$ cat config.mk
export PLATFORM = sky130hd
export DESIGN_NAME = gba_sound_dsfifo
export DESIGN_NICKNAME = d
export VERILOG_FILES = /design/src/rtl/gba_sound_pkg.sv /design/src/rtl/gba_dsfifo_lanepack.sv /design/src/rtl/gba_sound_dsfifo.sv
export SDC_FILE = /design/constraint.sdc
export NUM_CORES = 1
export LEC_CHECK = 0
export ABC_AREA = 1
export BUFFER_PORTS_ARGS = -buffer_cell sky130_fd_sc_hd__buf_2
export CORE_ASPECT_RATIO = 0.75
export CORE_UTILIZATION = 35
export CTS_BUF_LIST = sky130_fd_sc_hd__clkbuf_16
export DETAILED_ROUTE_END_ITERATION = 7
export MAX_ROUTING_LAYER = met4
export PLACE_DENSITY = 0.48
export SETUP_SLACK_MARGIN = 0.02
export SYNTH_ARGS = -nofsm -noshare
export SYNTH_HDL_FRONTEND = slang
export SYNTH_SLANG_ARGS = --single-unit
$ cat constraint.sdc
create_clock -name clk -period 27.9 [get_ports clk]
set_input_delay 1.395 -clock clk [delete_from_list [all_inputs] [get_ports clk]]
set_output_delay 1.395 -clock clk [all_outputs]
set_load 0.005 [all_outputs]
$ cat src/rtl/gba_sound_pkg.sv
// Shared constants and types for the GBA sound block.
// - Direct Sound FIFO depth and DMA refill threshold.
// - SOUNDCNT_H bit positions for the per-channel timer select and FIFO reset.
// - FIFO_A / FIFO_B register addresses.
// - Byte-lane bundle type used between the lane packer and the FIFO.
package gba_sound_pkg;

  localparam int DSFIFO_DEPTH      = 32;
  localparam int DSFIFO_DMA_THRESH = 16;

  localparam int SOUNDCNT_H_A_TIMER = 10;
  localparam int SOUNDCNT_H_A_RESET = 11;
  localparam int SOUNDCNT_H_B_TIMER = 14;
  localparam int SOUNDCNT_H_B_RESET = 15;

  localparam logic [11:0] FIFO_A_ADDR = 12'h0A0;
  localparam logic [11:0] FIFO_B_ADDR = 12'h0A4;

  // Up to four compacted bytes; entry 0 is the first byte to enter the FIFO.
  typedef logic [3:0][7:0] lane_bytes_t;

endpackage

$ cat src/rtl/gba_dsfifo_lanepack.sv
// Byte-lane compaction for FIFO register writes.
// Ports:
//   fifo_din   in  32  write data, little-endian byte lanes
//   fifo_be    in  4   byte enables
//   lane_bytes out 4x8 enabled bytes, ascending lane order, packed from entry 0
//   lane_cnt   out 3   number of enabled lanes (0..4)
// Purely combinational.
module gba_dsfifo_lanepack
  import gba_sound_pkg::*;
(
  input  logic [31:0] fifo_din,
  input  logic [3:0]  fifo_be,
  output lane_bytes_t lane_bytes,
  output logic [2:0]  lane_cnt
);

  always_comb begin
    lane_bytes = '0;
    lane_cnt   = '0;
    for (int i = 0; i < 4; i++) begin
      if (fifo_be[i]) begin
        lane_bytes[lane_cnt[1:0]] = fifo_din[8*i +: 8];
        lane_cnt = lane_cnt + 3'd1;
      end
    end
  end

endmodule

$ cat src/rtl/gba_sound_dsfifo.sv
// One GBA Direct Sound channel FIFO (A or B).
// Bytes are pushed by CPU/DMA writes to the FIFO register and popped one per
// selected timer overflow; the popped byte is held on sample_out for the mixer.
// A single DMA request is raised each time a pop brings the level down to the
// refill threshold.
// Ports:
//   clk, reset            clock, synchronous active-high reset
//   gb_on                 core enable; low freezes state (reset/fifo_clear still act)
//   timer0_tick/1_tick    one-cycle timer overflow pulses
//   timer_sel             0 = timer0, 1 = timer1
//   fifo_clear            one-cycle FIFO reset pulse, highest priority
//   fifo_we/din/be        FIFO register write strobe, data, byte enables
//   sample_out            current signed 8-bit sample
//   sample_valid          pulse when sample_out was updated by a pop
//   dma_req               one-cycle DMA sound request
//   level                 bytes stored (0..32)
//   overflow/underflow    sticky error flags
module gba_sound_dsfifo
  import gba_sound_pkg::*;
#(
  parameter int DEPTH_BYTES = DSFIFO_DEPTH,
  parameter int DMA_THRESH  = DSFIFO_DMA_THRESH
)
(
  input  logic        clk,
  input  logic        reset,
  input  logic        gb_on,
  input  logic        timer0_tick,
  input  logic        timer1_tick,
  input  logic        timer_sel,
  input  logic        fifo_clear,
  input  logic        fifo_we,
  input  logic [31:0] fifo_din,
  input  logic [3:0]  fifo_be,
  output logic [7:0]  sample_out,
  output logic        sample_valid,
  output logic        dma_req,
  output logic [5:0]  level,
  output logic        overflow,
  output logic        underflow
);

  localparam int         PTR_W    = $clog2(DEPTH_BYTES);
  localparam logic [6:0] DEPTH_L  = 7'(DEPTH_BYTES);
  localparam logic [6:0] THRESH_L = 7'(DMA_THRESH);

  lane_bytes_t lane_bytes;
  logic [2:0]  lane_cnt;

  gba_dsfifo_lanepack u_lanepack (
    .fifo_din   (fifo_din),
    .fifo_be    (fifo_be),
    .lane_bytes (lane_bytes),
    .lane_cnt   (lane_cnt)
  );

  logic [7:0]       mem_q [DEPTH_BYTES];
  logic [7:0]       mem_d [DEPTH_BYTES];
  logic [PTR_W-1:0] wr_q, wr_d;
  logic [PTR_W-1:0] rd_q, rd_d;
  logic [5:0]       level_q, level_d;
  logic [7:0]       sample_out_q, sample_out_d;
  logic             sample_valid_q, sample_valid_d;
  logic             dma_req_q, dma_req_d;
  logic             dma_pending_q, dma_pending_d;
  logic             overflow_q, overflow_d;
  logic             underflow_q, underflow_d;

  logic             tick;
  logic             write;
  logic             pop;
  logic             push_ok;
  logic [6:0]       lvl_after_pop;
  logic [6:0]       lvl_after_push;
  logic [6:0]       lvl_final;

  always_comb begin
    mem_d          = mem_q;
    wr_d           = wr_q;
    rd_d           = rd_q;
    level_d        = level_q;
    sample_out_d   = sample_out_q;
    sample_valid_d = 1'b0;
    dma_req_d      = 1'b0;
    dma_pending_d  = dma_pending_q;
    overflow_d     = overflow_q;
    underflow_d    = underflow_q;

    tick  = gb_on & (timer_sel ? timer1_tick : timer0_tick);
    write = gb_on & fifo_we;
    pop   = tick & (level_q != 6'd0);

    // Space is judged after this cycle's pop, so a full FIFO can take one
    // byte in the same cycle a sample leaves.
    lvl_after_pop  = {1'b0, level_q} - {6'd0, pop};
    lvl_after_push = lvl_after_pop + {4'd0, lane_cnt};
    push_ok        = write & (lvl_after_push <= DEPTH_L);
    lvl_final      = push_ok ? lvl_after_push : lvl_after_pop;

    if (fifo_clear) begin
      wr_d          = '0;
      rd_d          = '0;
      level_d       = '0;
      sample_out_d  = '0;
      dma_pending_d = 1'b0;
      overflow_d    = 1'b0;
      underflow_d   = 1'b0;
    end else begin
      if (tick & ~pop) underflow_d = 1'b1;
      if (write & ~push_ok) overflow_d = 1'b1;

      // Pop reads the pre-write array contents.
      if (pop) begin
        sample_out_d   = mem_q[rd_q];
        sample_valid_d = 1'b1;
        rd_d           = rd_q + PTR_W'(1);
      end

      if (push_ok) begin
        for (int i = 0; i < 4; i++) begin
          if (3'(i) < lane_cnt) mem_d[wr_q + PTR_W'(i)] = lane_bytes[2'(i)];
        end
        wr_d = wr_q + PTR_W'(lane_cnt);
      end

      level_d = lvl_final[5:0];

      // One request per refill: armed again only once writes lift the level
      // back above the threshold.
      if (pop && (lvl_final <= THRESH_L) && !dma_pending_q) begin
        dma_req_d     = 1'b1;
        dma_pending_d = 1'b1;
      end else if (push_ok && (lvl_final > THRESH_L)) begin
        dma_pending_d = 1'b0;
      end
    end
  end

  always_ff @(posedge clk) begin
    if (reset) begin
      wr_q           <= '0;
      rd_q           <= '0;
      level_q        <= '0;
      sample_out_q   <= '0;
      sample_valid_q <= 1'b0;
      dma_req_q      <= 1'b0;
      dma_pending_q  <= 1'b0;
      overflow_q     <= 1'b0;
      underflow_q    <= 1'b0;
    end else begin
      wr_q           <= wr_d;
      rd_q           <= rd_d;
      level_q        <= level_d;
      sample_out_q   <= sample_out_d;
      sample_valid_q <= sample_valid_d;
      dma_req_q      <= dma_req_d;
      dma_pending_q  <= dma_pending_d;
      overflow_q     <= overflow_d;
      underflow_q    <= underflow_d;
    end
  end

  // Storage needs no reset; a write coinciding with reset is discarded.
  always_ff @(posedge clk) begin
    if (!reset) mem_q <= mem_d;
  end

  assign sample_out   = sample_out_q;
  assign sample_valid = sample_valid_q;
  assign dma_req      = dma_req_q;
  assign level        = level_q;
  assign overflow     = overflow_q;
  assign underflow    = underflow_q;

endmodule

==> results.txt <==
Final setup TNS: 0 ns
Placement Cell Area: 0.02021 sq mm
IO buf count: 61
Skew final: 0.02941 ns
Later-pin clock latency in the skew report: 0.57 ns
Hold buffer count at cts: 0
Post-synthesis mux area share: 0.0005156
Cell taking the most area after synthesis: edfxtp_1
Synth unique cells: 49
Die Height: 206.0 microns
Top cells by area, synth: edfxtp_1 (40%), nand2_1 (7.0%), o21ai_0 (6.2%)
Final Util: 0.3890
GRT Total Usage: 0.3119
Crit path max-delay family: simple AND/OR/NAND/NOR gates
Die area: 0.05642 sq mm
Synth top area share: 0.3960
Largest net degree at the start of global routing: 176
Area growth, synth to finish: 9.448%
Outcome: complete, no violations
Share of the yosys chip area belonging to registers: 0.4259
First-pass GRT wire length: 125800 microns
CTS H-Tree Depth: 2
DIE WIDTH: 274.0 microns
Crit end category: register
Min cycle time layout: 6.661 ns
# setup viols final: 0
Max frequency: 150.1 MHz
N_diodes: 0
Max transition margin: 0.1268
Starting Density: 0.3554
Worst path cell trace: buf_2, o21ai_0, a21oi_1, nand2_1, inv_1, ha_1, ha_1, xnor2_1, inv_1, ha_1, inv_1, o21ai_0, nand3_1, nor2_1, nand3_1, nand2_1, nand3_2, nor2_4, buf_12
Clock Sink Count: 285
Post_cts resized: 0
Drt total wl: 85710 microns
Number of top-level pins: 62
Async SR Flop Fraction: 0
Post-Synth XOR/XNOR Area: 0.005349
# Max-Cap Violations: 0
Grt ovf: 0
Vias in the first global route: 18200
Final worst path period share: 0.2387
Gate Count Post-Synth: 2474
Final setup margin: 21.24 ns
Worst path required time: 28.08 ns
GP Congestion: 0.9762
Crit path buf inv count: 5
Slew @ Worst Pin: 1.310 ns
HPWL after DPL: 55090 microns
Leakage: 7.798 nW
Root Driver: clkbuf_16
Hold Violations, Final: 0
Placement Rows: 74
Syn Std Cell Area: 0.01941 sq mm
Post-Synth Adder-Cell Area: 0.01237
Worst-path clk slew: 0.06 ns
RSZ-0062 raised after global routing: no
VDD IR max: 32.38 uV
DR vias/cell: 6.167
Hold/Removal Path Class: reg -> reg
Vias: 19590
Fin nets: 2496
Peak per-stage delay on the critical path: 0.62 ns
DRC viols: 0
WL/cell: 26.99 microns
Worst Path Arrival: 6.84 ns
Top-count cell post-synth: nand2_1
Post-CTS setup buffer count: 0
Power per cell area: 54.16 mW/mm^2
Crit path kind: in -> reg
Crit path max-delay cell type: buf_12
Worst Setup Start Kind: input pin
Post-Syn Nets: 2536
EDFF count, synth: 256
DRT Pass-1 Iters: 6
Synth warn: 0
Final slew viol count: 0
TritonCTS Buffers: 35
Avg Inst Size Synth: 7.847 sq um
Placement Setup Slack: 20.76 ns
Synthesis-stage register bit count: 285
Synth Area in Compound Gates: 0.2585
Max clock buf depth: 3
CP max FO: 175
Top_reg_cell synth: edfxtp_1
Layout cells sized above 1: 0.09780
Fin area: 0.02125 sq mm
Antenna viol nets, final: 0
Top cells by count, synth: nand2_1 (360), nor2_1 (315), edfxtp_1 (256), o21ai_0 (240), a21oi_1 (238)
CTS tree: built
Post-Synth Simple-Gate Area: 0.2143
Combinational family with the most area after synthesis: compound AO/OA/AOI/OAI gates
Initial antenna violation count: 1
Core area: 0.05463 sq mm
DR iter-0 viols: 2560
report_power, final:
part / switching (mW) / internal (mW) / total [mW]
registers: 0.00799 / 0.478 / 0.486
clock network: 0.203 / 0.246 / 0.449
logic: 0.168 / 0.0472 / 0.216
total: 0.379 / 0.771 / 1.15
cell usage in the layout, fill, tap and decap left out, drive strengths merged:
cell type	instances
nand3	192
xnor2	2
nand2	376
clkinvlp	2
a21oi	238
mux2i	1
bufinv	2
nor2	342
a211oi	67
o22ai	55
nor3	22
or2	2
clkbuf	35
dfxtp	29
a221oi	43
o21ai	267
edfxtp	256
clkinv	15
o221ai	18
o311ai	3
nand4	21
a21o	1
a31oi	13
buf	107
inv	205
xor2	6
fa	2
o211ai	37
o31ai	1
a311oi	78
ha	16
area by class of cell:
class	instances	area [sq um]
multi-input cells	1803	9609
clock inverters	22	158.9
repair buffers	107	663.1
inverters	202	764.5
fillers	5650	33380
clock buffers	35	875.8
flip-flops and latches	285	8273
well taps	722	903.4
logic make-up (layout without fill, tap and decap cells):
| family | count (synthesis) | after routing |
|---|---|---|
| and+or+nand+nor | 955 | 955 |
| AOI/OAI and AO/OA | 821 | 821 |
| buffers and inverters | 386 | 366 |
| DFF | 285 | 285 |
| adders and majority gates | 18 | 18 |
| xor gates and xnor gates | 8 | 8 |
| muxes | 1 | 1 |
state kept, by name (all words and copies together), names as in the netlist:
| name | flops |
|---|---|
| mem_q | 256 |
| sample_out | 8 |
| level | 6 |
| rd_q | 5 |
| wr_q | 5 |
| dma_pending_q | 1 |
| dma_req | 1 |
| overflow | 1 |
| sample_valid | 1 |
| underflow | 1 |
worst paths after layout:
| path | cells past startpoint | end | slack (ns) | from |
|---|---|---|---|---|
| max | 19 | mem_q[175]$_DFFE_PP_ | 21.24 | timer_sel |
| min | 1 | dma_req$_SDFF_PP0_ | 0.43 | dma_pending_q$_SDFFE_PP0P_ |
| min reg2reg | 1 | dma_req$_SDFF_PP0_ | 0.43 | dma_pending_q$_SDFFE_PP0P_ |
| max reg2reg | 20 | mem_q[175]$_DFFE_PP_ | 21.41 | level[3]$_SDFF_PP0_ |
routing by layer:
| metal | vias to the layer above | GRT usage | part of all wire | wire length, microns |
|---|---|---|---|---|
| met4 | 0 | 0.08690 | 0.027 | 2324 |
| met2 | 1102 | 0.4379 | 0.41 | 35480 |
| met3 | 148 | 0.06541 | 0.11 | 9228 |
| li1 | 8850 | - | - | - |
| met5 | - | - | 0 | 0 |
| met1 | 9487 | 0.4480 | 0.45 | 38680 |
per-stage QoR:
step | cells | power, mW | hold WS (ns)
CTS | 3176 | 1.147 | 0.4314
finish | 3176 | 1.151 | 0.4269
global placement | 3119 | 0.7036 | 0.4164
global route | 3176 | 1.182 | 0.4519
detailed placement | 3119 | 0.7035 | 0.4298
floorplan | 2474 | 0.6133 | 0.3995
Note: power is estimated with default switching activity, not from simulation.
